==> src/rtl/if_fetch_if.sv <==
// Instruction-memory port of the fetch stage: level request, one-cycle ack pulse.
interface if_fetch_if;
  logic        mem_req_o;
  logic [31:0] mem_addr_o;
  logic [31:0] mem_rdata_i;
  logic        mem_ack_i;

  modport master (
    output mem_req_o,
    output mem_addr_o,
    input  mem_rdata_i,
    input  mem_ack_i
  );

  modport slave (
    input  mem_req_o,
    input  mem_addr_o,
    output mem_rdata_i,
    output mem_ack_i
  );
endinterface

==> src/rtl/if_fetch.sv <==
// Instruction-fetch stage: owns the PC, runs the fetch FSM against a req/ack
// instruction memory and drives the IF/ID pipeline register.
module if_fetch #(
  parameter logic [31:0] RESET_PC = 32'h0000_0000,
  parameter logic [31:0] NOP_INST = 32'h0000_0013
) (
  input  logic              clk,
  input  logic              rst,
  input  logic [5:0]        stall,
  input  logic              br_flag_i,
  input  logic [31:0]       br_target_i,
  if_fetch_if.master        mem,
  output logic              if_stall_req_o,
  output logic [31:0]       id_pc_o,
  output logic [31:0]       id_inst_o
);

  localparam int unsigned XLEN = 32;
  localparam logic [XLEN-1:0] PC_STEP = XLEN'(4);

  typedef enum logic [1:0] {
    FETCH = 2'd0,
    HOLD  = 2'd1,
    DROP  = 2'd2
  } state_t;

  state_t          state_q, state_d;
  logic [XLEN-1:0] pc_q, pc_d;
  logic [XLEN-1:0] buf_q, buf_d;
  logic [XLEN-1:0] tgt_q, tgt_d;
  logic [XLEN-1:0] id_pc_q, id_pc_d;
  logic [XLEN-1:0] id_inst_q, id_inst_d;

  logic            req_c;
  logic            ack_c;
  logic            deliver_c;
  logic [XLEN-1:0] deliver_inst_c;
  logic [XLEN-1:0] br_tgt_c;
  logic            unused_stall;

  assign unused_stall = ^{stall[5:3], stall[0]};

  // State and pipeline register
  always_ff @(posedge clk) begin
    if (rst) begin
      state_q   <= FETCH;
      pc_q      <= RESET_PC;
      buf_q     <= NOP_INST;
      tgt_q     <= '0;
      id_pc_q   <= '0;
      id_inst_q <= NOP_INST;
    end else begin
      state_q   <= state_d;
      pc_q      <= pc_d;
      buf_q     <= buf_d;
      tgt_q     <= tgt_d;
      id_pc_q   <= id_pc_d;
      id_inst_q <= id_inst_d;
    end
  end

  // Next-state, PC and IF/ID update
  always_comb begin
    state_d        = state_q;
    pc_d           = pc_q;
    buf_d          = buf_q;
    tgt_d          = tgt_q;
    id_pc_d        = id_pc_q;
    id_inst_d      = id_inst_q;
    deliver_c      = 1'b0;
    deliver_inst_c = buf_q;
    req_c          = !rst && (state_q != HOLD);
    ack_c          = req_c && mem.mem_ack_i;
    br_tgt_c       = {br_target_i[XLEN-1:2], 2'b00};

    case (state_q)
      FETCH: begin
        if (ack_c) begin
          if (br_flag_i) begin
            pc_d = br_tgt_c;
          end else if (!stall[1]) begin
            deliver_c      = 1'b1;
            deliver_inst_c = mem.mem_rdata_i;
            pc_d           = pc_q + PC_STEP;
          end else begin
            buf_d   = mem.mem_rdata_i;
            state_d = HOLD;
          end
        end else if (br_flag_i) begin
          tgt_d   = br_tgt_c;
          state_d = DROP;
        end
      end
      HOLD: begin
        if (br_flag_i) begin
          pc_d    = br_tgt_c;
          state_d = FETCH;
        end else if (!stall[1]) begin
          deliver_c = 1'b1;
          pc_d      = pc_q + PC_STEP;
          state_d   = FETCH;
        end
      end
      DROP: begin
        // Stale response still owed by memory; the latest redirect wins.
        if (br_flag_i) begin
          tgt_d = br_tgt_c;
        end
        if (ack_c) begin
          pc_d    = br_flag_i ? br_tgt_c : tgt_q;
          state_d = FETCH;
        end
      end
      default: begin
        state_d = FETCH;
      end
    endcase

    if (stall[1] && stall[2]) begin
      id_pc_d   = id_pc_q;
      id_inst_d = id_inst_q;
    end else if (br_flag_i) begin
      id_pc_d   = '0;
      id_inst_d = NOP_INST;
    end else if (deliver_c) begin
      id_pc_d   = pc_q;
      id_inst_d = deliver_inst_c;
    end else if (stall[1]) begin
      id_pc_d   = '0;
      id_inst_d = NOP_INST;
    end
  end

  assign mem.mem_req_o  = req_c;
  assign mem.mem_addr_o = pc_q;

  assign if_stall_req_o = !rst &&
                          (((state_q == FETCH) && !mem.mem_ack_i) || (state_q == DROP));

  assign id_pc_o   = id_pc_q;
  assign id_inst_o = id_inst_q;

endmodule

==> src/flat_wrapper.sv <==
// flat-port wrapper written by rule: the top's interface ports become plain ports
module if_fetch_flat 
#(
  parameter logic [31:0] RESET_PC = 32'h0000_0000,
  parameter logic [31:0] NOP_INST = 32'h0000_0013
)
  (clk, rst, stall, br_flag_i, br_target_i, if_stall_req_o, id_pc_o, id_inst_o, mem_mem_req_o, mem_mem_addr_o, mem_mem_rdata_i, mem_mem_ack_i);
  if_fetch_if mem_i ();
  input  logic clk;
  input  logic rst;
  input  logic [5:0] stall;
  input  logic br_flag_i;
  input  logic [31:0] br_target_i;
  output logic if_stall_req_o;
  output logic [31:0] id_pc_o;
  output logic [31:0] id_inst_o;
  output wire logic [$bits(mem_i.mem_req_o)-1:0] mem_mem_req_o;
  output wire logic [$bits(mem_i.mem_addr_o)-1:0] mem_mem_addr_o;
  input wire logic [$bits(mem_i.mem_rdata_i)-1:0] mem_mem_rdata_i;
  input wire logic [$bits(mem_i.mem_ack_i)-1:0] mem_mem_ack_i;
  assign mem_mem_req_o = mem_i.mem_req_o;
  assign mem_mem_addr_o = mem_i.mem_addr_o;
  assign mem_i.mem_rdata_i = mem_mem_rdata_i;
  assign mem_i.mem_ack_i = mem_mem_ack_i;
  if_fetch #(.RESET_PC(RESET_PC), .NOP_INST(NOP_INST)) u_core (.clk(clk), .rst(rst), .stall(stall), .br_flag_i(br_flag_i), .br_target_i(br_target_i), .mem(mem_i), .if_stall_req_o(if_stall_req_o), .id_pc_o(id_pc_o), .id_inst_o(id_inst_o));
endmodule
==> config.mk <==
export PLATFORM = sky130hd
export DESIGN_NAME = if_fetch_flat
export DESIGN_NICKNAME = d
export VERILOG_FILES = /design/src/rtl/if_fetch_if.sv /design/src/rtl/if_fetch.sv /design/src/flat_wrapper.sv
export SDC_FILE = /design/constraint.sdc
export NUM_CORES = 1
export LEC_CHECK = 0
export BUFFER_PORTS_ARGS = -buffer_cell sky130_fd_sc_hd__buf_4
export CAP_MARGIN = 0
export CORE_UTILIZATION = 49
export CTS_CLUSTER_DIAMETER = 30
export CTS_CLUSTER_SIZE = 25
export DETAILED_ROUTE_END_ITERATION = 16
export PLACE_DENSITY = 0.86
export SLEW_MARGIN = 20
export SYNTH_ARGS = -nofsm -noshare
export SYNTH_HDL_FRONTEND = slang
export SYNTH_SLANG_ARGS = --single-unit
==> constraint.sdc <==
create_clock -name clk -period 1.8 [get_ports clk]
set_input_delay 0.27 -clock clk [delete_from_list [all_inputs] [get_ports clk]]
set_output_delay 0.27 -clock clk [all_outputs]
set_load 0.005 [all_outputs]
# == Word-level counts from Yosys, hierarchy flattened ==
# Index checks and enable logic that the tools add are counted.
# Widths: inputs -> output; s select.
# totals
register_bits,162
output_inout_bits,98
# op_classes
addsub,1
n_eq_ne,10
mux,29
bitwise,2
reduce_logical,17
# op_table
op,count
$mux 32,15
$pmux 32 s3,1
$pmux 32 s2,1
$add 32x3->32 const B,1
$mux 2,7
$ne 3x3->1 const B,3
$ne 2x1->1 const B,3
$pmux 2 s3,1
$reduce_bool 3->1,2
$logic_and 1x1->1,5
$reduce_and 5->1,1
$reduce_and 2->1,2
$reduce_and 4->1,1
$mux 1,3
$ne 3x2->1 const B,1
$reduce_and 3->1,1
$eq 2x1->1 const B,1
$eq 2x2->1 const B,1
$logic_not 1->1,2
$logic_not 2->1,1
$ne 2x2->1 const B,1
$not 1->1,2
$pmux 1 s2,1
$reduce_bool 2->1,1
$logic_or 1x1->1,1

# == Longest topological paths before layout ==
# Gate-level depths: netlist (run 1).
# logic_depth
depth_word,7
depth_mapped,8

# == Least setup slack after synthesis (run 1) ==
# OpenSTA, ideal clock, no wires.
# synth_timing
path_kind,register to register
from,reg u_core.pc_q[2] (netlist: u_core.mem.mem_addr_o[2])
to,reg u_core.pc_q[26] (netlist: u_core.mem.mem_addr_o[26])
t_arrival_ns,1.735
required_ns,1.731
path_slack_ns,-0.003
stages_incl_launch_ff,7
path_buffers,0
period_less_slack_ns,1.803
cell_sequence,dfxtp_1 > ha_1 > nand3_1 > nor4_4 > nand3_1 > o41a_1 > o21ai_1
# synth_via
elab_chain_cells,5
# synth_rtl
item,line_no,rtl
from (decl),if_fetch.sv:28,"logic [XLEN-1:0] pc_q, pc_d;"
from (signal assigned),if_fetch.sv:54,pc_q <= pc_d;
$add 32x3->32 *,"if_fetch.sv:84, if_fetch.sv:100",
$mux 32 *,"if_fetch.sv:81, if_fetch.sv:98",
$mux 32 *,if_fetch.sv:79,if (br_flag_i) begin
$mux 32,if_fetch.sv:78,if (ack_c) begin
$pmux 32 s3 *,if_fetch.sv:76,case (state_q)
# Every way passes the cells marked *; elsewhere a longest branch is shown, timed or not. The select of a mux whose other input is x is not followed.
# A chain may end at the register's enable or synchronous reset.

# == Final worst setup path (run 1) ==
# layout_timing
from,reg u_core.pc_q[9] (netlist: u_core.mem.mem_addr_o[9])
to,reg u_core.pc_q[28] (netlist: u_core.mem.mem_addr_o[28])
# The elaborated chain is that of the path after synthesis.

==> results.toml, run 1 <==
[pwr]
switching_share_pct = 25.60
combPwrFrac_pct = 11.9
power.switching_mw = 2.159
power.leakage_nw = 4.039
p_seq_share_pct = 44.6
power_mw = 8.434
p_per_area_mw_per_mm2 = 850.0
p_int_mw = 6.276
peakVddDrop_mv = 0.5972
clkPwrFrac_pct = 43.6

[die]
die_w_microns = 123.8
dieArea_sq_mm = 0.01534
start_util_pct = 50.05
die_y_microns = 123.8
io_pins = 172
coreArea_sq_mm = 0.01453
rows = 44

[logic_synthesis]
synthFlopType = "dfxtp_1"
synth_edf_count = 0
syn-mean-instance-area_sq_um = 8.183
post_synth_inst_count = 889
async_flop_share_pct = 0
syn_nets = 964
ys_types = 65
netlist_area_sq_mm = 0.007274
synth_seq_cells = 162
ys_warn_count = 0
ys_seq_area_share_pct = 44.58

[finish]
layout_commonest_cell = "buf_4"
layoutNonFillerInstCount = 1291
fillers = 1140
drive_gt1_share_pct = 32.07
finalCoreUtilization_pct = 68.28
multi_input_area_sq_mm = 0.003750
area_growth_pct = 36.41
diodes = 0
final_cell_mix = "buf_4 (243), nand2_1 (183), dfxtp_1 (151)"
regArea_sq_mm = 0.003257
layout.nets = 1169

[run]
cap_violations = 0

[sta]
grt_setup_unrepaired = "yes"
max-slew-margin-rel_pct = 62.50
finClkSkew_ns = 0.005725
setup_ws_ns = 0.04577
post-route-period-util_pct = 97.46
hold_viol = 0
hold_slack_ns = 0.06420
fin_crit_ns = 1.754
setup-violations-final = 0
maxSlewViolCount = 0
tightestPinTransition_ns = 0.5626
max_clock_freq_mhz = 570.1

[global_routing]
grt_use_met1_pct = 35.41
busiest_layer = "met2"
grt_pass1_vias = 6950
use_met2_pct = 49.44
grt_overflow = 0
globalRouteMet3Util_pct = 6.181
grt_pass1_wl_mm = 34.27
track_usage_pct = 28.79
grt_max_degree = 108
antenna_found_initial = 0

[placement]
portBuffers = 165
place_ws_ns = -0.02642
place_hpwl_mm = 14.68
gp_congestion = 0.9541
dp.cells = 1256

[clocking]
clock_latency_ns = 0.42
htreeDepth = 4
numCtsBuffers = 17
ctsHoldBuffers = 0
cts_sinks = 162
clk_pin_slew_ns = 0.06
cts_tree = "yes"
cts_root_buf = "clkbuf_16"
clockBufferDepth = 2

[critical_path]
crit_required_ns = 2.09
critPathArrivalTime_ns = 2.04
critPathKind = "reg2reg"
start_kind = "flip-flop"
crit_fanout = 4
end_kind = "flip-flop"

[detailed_routing]
drt_iter0_drc = 737
drc_errors = 0
vias_per_cell = 5.872
post_drt_wl_per_cell_microns = 17.10
antenna_left = 0
wirelength_mm = 22.07
vias = 7581
dr.pass1.iters = 5

[worst_hold_path]
hp-class = "in2reg"

[status]
status = "complete, no violations"
## worst max-delay path, cell delays in order (launching register included)
cell,delay (ns)
dfxtp_1,0.39
and4_4,0.26
nand4_1,0.17
buf_4,0.20
nor4_1,0.37
or3_1,0.16
a31oi_1,0.08
## Yosys cell counts, types with 5 or more instances
library cell  count  share of area [%]
nand2_1         185                9.5
dfxtp_1         162                 45
a21oi_1          89                6.1
nor2_1           89                4.6
a22oi_1          65                6.7
clkbuf_1         45                2.3
o21ai_0          40                2.8
mux2_2           26                4.0
buf_2            13               0.89
nand3_1          11               0.76
nor3_1           11               0.76
o211ai_1         10                1.0
inv_1             9               0.46
a31oi_1           8               0.69
and3_1            8               0.69
nand4_1           8               0.69
nor4_1            8               0.69
and4_1            6               0.72
buf_6             6               0.93
nand2b_1          6               0.52
mux2_1            5               0.77
## stage by stage
stage	instance area (sq um)	TNS, ns
2_1_floorplan	7274	0
3_3_place_gp	9208	-0.003441
3_5_place_dp	9208	-0.05640
4_1_cts	9836	0
5_1_grt	9923	-0.05483
6_report	9923	0
## final timing paths
| check | from | end | slack, ns | depth (start not counted) |
|---|---|---|---|---|
| max | u_core.mem.mem_addr_o[9] | u_core.mem.mem_addr_o[28] | 0.05 | 6 |
| min reg2reg | u_core.tgt_q[11] | u_core.tgt_q[11] | 0.45 | 2 |
| min | mem_mem_rdata_i[1] | u_core.buf_q[1] | 0.06 | 3 |
| max reg2reg | u_core.mem.mem_addr_o[9] | u_core.mem.mem_addr_o[28] | 0.05 | 6 |
## cell type report
class / instances / area share (%)
multi-input cells: 648 / 37.79
flip-flops and latches: 162 / 32.82
repair buffers: 255 / 20.63
clock buffers: 19 / 4.564
well taps: 184 / 2.320
clock inverters: 13 / 1.500
inverters: 10 / 0.3783
## power by group through the flow
stage          clock (mW)  sequential, mW  combinational [mW]
5_1_grt              3.91            3.77                1.09
2_1_floorplan           0            3.83               0.474
4_1_cts              3.72            3.75               0.981
3_3_place_gp            0            3.82               0.952
6_report             3.68            3.76                1.00
3_5_place_dp            0            3.83               0.969
## state kept, by name, summed over array words and instances (netlist names)
register / flops
u_core.state_q: 2
u_core.tgt_q: 32
u_core.buf_q: 32
u_core.mem.mem_addr_o: 32
u_core.id_inst_o: 32
u_core.id_pc_o: 32
## logic make-up (layout without fill, tap and decap cells)
group / Yosys count / in the layout / share of synthesized area [%]
buffers and inverters: 79 / 297 / 5.194
flip-flops: 162 / 162 / 44.58
adder cells (fa/ha/maj): 1 / 1 / 0.1720
multiplexers: 35 / 35 / 5.349
XOR/XNOR: 1 / 1 / 0.1204
AO/OA/AOI/OAI: 254 / 254 / 22.24
AND/OR/NAND/NOR: 357 / 357 / 22.34
## metal layers
layer  vias up  part of all wire (%)
li1       3577                     -
met1      3600                    40
met2       361                    49
met3        43                   8.7
met4         0                   2.1
met5         -                     0
## timing repair
| action | CTS | global route |
|---|---|---|
| setup endpoints to repair | 7 | 27 |
| setup buffers | 0 | 3 |
| resized for setup | 5 | 25 |
| gates cloned | 0 | 0 |
| pin swaps | 0 | 5 |
No activity file was read; power rests on OpenSTA's default activity.
==> run 2: changes to the inputs <==
- CORE_UTILIZATION: 49 -> 28
- PLACE_DENSITY: 0.86 -> 0.58
==> run 2 against run 1 <==
Largest cell class unchanged; cell count increased by 12%; sequential cell count unchanged; largest power group unchanged; first-iteration DRC count decreased by 29%.
==> results.toml, run 2 (synthesis gave the netlist of run 1 again) <==
[placement]
postPlaceCellArea_sq_mm = 0.009458
portBuffers = 165
place_hpwl_mm = 16.93
dp.cells = 1411
gp_congestion = 0.8856

[detailed_routing]
dr.pass1.iters = 5
drc_errors = 0
wirelength_mm = 24.95
antenna_left = 0
drt_iter0_drc = 526
vias = 7351
vias_per_cell = 5.084
post_drt_wl_per_cell_microns = 17.26

[finish]
layout_commonest_cell = "buf_4"
finalInstanceArea_sq_mm = 0.01013
area_growth_pct = 39.27
layout.nets = 1178
final_cell_mix = "buf_4 (249), nand2_1 (184), dfxtp_1 (154)"
fillers = 2575
diodes = 0
layoutNonFillerInstCount = 1446
drive_gt1_share_pct = 31.90

[die]
die_w_microns = 163.2
coreArea_sq_mm = 0.02533
dieArea_sq_mm = 0.02663
io_pins = 172
rows = 58
start_util_pct = 28.72
die_y_microns = 163.2

[pwr]
p_per_area_mw_per_mm2 = 821.6
peakVddDrop_mv = 0.5399
power.leakage_nw = 4.074

[critical_path]
start_kind = "flip-flop"
crit_required_ns = 2.10
end_kind = "flip-flop"
critPathKind = "reg2reg"
critPathArrivalTime_ns = 2.05
crit_fanout = 4

[clocking]
numCtsBuffers = 17
cts_tree = "yes"
clk_pin_slew_ns = 0.07
cts_root_buf = "clkbuf_16"
clockBufferDepth = 2
cts_sinks = 162
htreeDepth = 4
clock_latency_ns = 0.44

[sta]
finClkSkew_ns = 0.01545
hold_slack_ns = 0.06622
hold_viol = 0
post-route-period-util_pct = 97.02
max-slew-margin-rel_pct = 42.88
max_clock_freq_mhz = 572.6
grt_setup_unrepaired = "yes"
setup-violations-final = 0
maxSlewViolCount = 0
tightestPinTransition_ns = 0.8568
fin_crit_ns = 1.746

[global_routing]
grt_overflow = 0
grt_pass1_wl_mm = 38.99
antenna_found_initial = 1
grt_pass1_vias = 7051
grt_max_degree = 85
track_usage_pct = 18.69

[run]
cap_violations = 0

[status]
status = "complete, no violations"

[worst_hold_path]
hp-class = "in2reg"
run 2: power by group:
group          switching [mW]  internal (mW)
combinational           0.575          0.463
sequential             0.0656           3.68
clock                    1.61           1.93
run 2: metal layers:
| layer | share of wire [%] | routed length, microns | GRT usage (%) | vias up |
|---|---|---|---|---|
| met4 | 1.2 | 293 | 5.140 | 2 |
| met2 | 47 | 11710 | 31.28 | 265 |
| li1 | - | - | - | 3582 |
| met3 | 6.6 | 1647 | 3.936 | 26 |
| met5 | 0.052 | 13 | 0 | - |
| met1 | 45 | 11290 | 24.08 | 3476 |
run 2: worst paths after layout:
| check | from | end | slack (ns) | cells after the start |
|---|---|---|---|---|
| max reg2reg | u_core.mem.mem_addr_o[12] | u_core.mem.mem_addr_o[28] | 0.05 | 6 |
| min reg2reg | u_core.tgt_q[6] | u_core.tgt_q[6] | 0.45 | 2 |
| min | mem_mem_rdata_i[0] | u_core.buf_q[0] | 0.07 | 3 |
| max | u_core.mem.mem_addr_o[12] | u_core.mem.mem_addr_o[28] | 0.05 | 6 |
run 2: timing repair:
action | 4_1_cts | 5_1_grt
pin swaps | 1 | 2
setup endpoints to repair | 2 | 21
gates cloned | 0 | 2
setup buffers | 0 | 1
gates resized for setup | 2 | 25
hold buffers | 0 | 0
run 2: per-stage QoR:
step	setup TNS (ns)	worst slack, ns	util, %	total power, mW
global placement	-0.04810	-0.04810	37.34	4.832
detailed placement	-0.09918	-0.08091	37.34	4.840
finish	0	0.05362	40.00	8.324
global route	-0.01325	-0.01201	40.00	8.684
CTS	0	0.004213	39.59	8.396
floorplan	0	0.03756	-	4.304
run 2: cell type report:
class                           instances  area (sq um)  share of cell area [%]
Clock buffer                           19         432.9                   4.273
Tap cell                              330         412.9                   4.076
Inverter                               10         37.54                  0.3705
Clock inverter                         13         127.6                   1.260
Multi-Input combinational cell        648          3732                   36.84
Timing Repair Buffer                  264          2135                   21.07
Sequential cell                       162          3253                   32.11
run 2: critical path: stages, from the launching register on:
cell and delay (ns):
dfxtp_1 0.38, and4_4 0.26, nand4_1 0.20, buf_4 0.22, nor4_1 0.33, or3_1 0.16
a31oi_1 0.07
==> run 3: changes to the inputs <==
- PLACE_DENSITY: 0.58 -> 0.51
- clock period: 1.8 -> 1.49 ns (I/O delays scaled with it)
==> run 3 against run 2 <==
The run now ends with setup timing left; first-iteration DRC count grew 22%; total power rose by 34%; die area unchanged; sequential power up 21%; routed wire length is 22% higher; fmax decreased by 0.66%; via count up 9.8%; register-to-register slack lost 0.32 ns; sequential cell count unchanged; core utilization up 11 points; largest cell class unchanged; largest power group unchanged.
==> results.toml, run 3 (synthesis gave the netlist of run 1 again) <==
[status]
status = "finished, violations left"
violations = "setup timing"

[finish]
area_growth_pct = 78.79
layout.nets = 1284
finalCoreUtilization_pct = 51.35
final_cell_mix = "buf_4 (281), dfxtp_1 (139), nand2_1 (128)"
layout_commonest_cell = "buf_4"
drive_gt1_share_pct = 56.30
diodes = 0

[worst_hold_path]
hp-class = "in2reg"

[placement]
place_hpwl_mm = 18.20
place_ws_ns = -0.3045
gp_congestion = 0.8834
portBuffers = 165

[clocking]
cts_tree = "yes"
cts_sinks = 162
ctsHoldBuffers = 0
htreeDepth = 4
cts_root_buf = "clkbuf_16"
clk_pin_slew_ns = 0.07
numCtsBuffers = 17
clockBufferDepth = 2
clock_latency_ns = 0.45

[sta]
max-slew-margin-rel_pct = 53.74
setup-violations-final = 135
post-route-period-util_pct = 118.0
maxSlewViolCount = 0
grt_setup_unrepaired = "yes"
max_clock_freq_mhz = 568.8
tightestPinTransition_ns = 0.6938
setup_ws_ns = -0.2679
finClkSkew_ns = 0.01154
hold_slack_ns = 0.01304
fin_crit_ns = 1.758
hold_viol = 0

[die]
coreArea_sq_mm = 0.02533
dieArea_sq_mm = 0.02663
io_pins = 172
start_util_pct = 28.72
die_y_microns = 163.2
rows = 58
die_w_microns = 163.2

[critical_path]
end_kind = "flip-flop"
critPathKind = "reg2reg"
crit_required_ns = 1.82
crit_fanout = 8
start_kind = "flip-flop"
critPathArrivalTime_ns = 2.08

[pwr]
p_per_area_mw_per_mm2 = 856.6
power.leakage_nw = 5.275
peakVddDrop_mv = 0.7076
power_mw = 11.14

[global_routing]
antenna_found_initial = 0
grt_max_degree = 73
grt_pass1_wl_mm = 41.97
grt_overflow = 0
grt_pass1_vias = 7300
track_usage_pct = 20.61

[detailed_routing]
wirelength_mm = 30.48
vias_per_cell = 5.202
post_drt_wl_per_cell_microns = 19.64
drt_iter0_drc = 640
dr.pass1.iters = 5
drc_errors = 0
vias = 8074
antenna_left = 0

[run]
cap_violations = 0
-- run 3: cell types whose count changed in the layout (fill, tap and decap cells not counted), moves of 32 or more --
| cell | before | now |
|---|---|---|
| a22oi_2 | 0 | 65 |
| nand2_4 | 0 | 36 |
| a22oi_1 | 65 | 0 |
| buf_4 | 249 | 281 |
| a21oi_1 | 88 | 47 |
| nand2_1 | 184 | 128 |
| a21oi_2 | 1 | 42 |
-- run 3: final timing paths --
path	slack [ns]	cells past startpoint	start	end
min	0.01	3	mem_mem_rdata_i[4]	u_core.buf_q[4]
max reg2reg	-0.27	8	u_core.state_q[1]	u_core.id_inst_o[13]
min reg2reg	0.46	2	u_core.buf_q[7]	u_core.buf_q[7]
max	-0.27	8	u_core.state_q[1]	u_core.id_inst_o[13]
-- run 3: metal layers --
layer / up-vias / wire length [microns] / part of all wire [%] / track usage (%)
li1: 3826 / - / - / -
met1: 3927 / 13630 / 45 / 27.88
met2: 274 / 14540 / 48 / 33.32
met3: 47 / 1695 / 5.6 / 3.809
met4: 0 / 617 / 2.0 / 5.565
met5: - / 0 / 0 / 0
-- run 3: area by class of cell --
type                    instances  area, sq um
well taps                     330        412.9
repair buffers                368         3632
inverters                      10        37.54
clock buffers                  17        425.4
multi-input cells             650         5027
fillers                      2272        12320
clock inverters                15        186.4
flip-flops and latches        162         3284
-- run 3: metrics by stage --
stage	area [sq um]	cells	TNS, ns
CTS	11650	1523	-9.916
detailed placement	10000	1451	-19.88
global route	13010	1552	-25.51
global placement	10000	1451	-18.14
floorplan	7495	889	-4.166
finish	13010	1552	-18.11
-- run 3: worst max-delay path, stage by stage, from the launching register on --
cell      delay [ns]
dfxtp_4         0.37
nand2b_4        0.15
nor4_4          0.22
buf_6           0.18
buf_12          0.11
buf_12          0.13
mux2_4          0.31
a22oi_2         0.12
nor2_1          0.06
-- run 3: repair_timing --
action / in CTS / in global routing
pin swaps: 54 / 136
endpoints found under the setup margin: 126 / 161
gates resized for setup: 145 / 229
buffers inserted: 31 / 22
gates cloned: 10 / 16
hold endpoints to repair: 0 / 0
-- run 3: power breakdown --
part           switching (mW)  internal (mW)
logic                    1.04           1.02
clock network            2.25           2.29
registers               0.105           4.44
total                    3.39           7.75
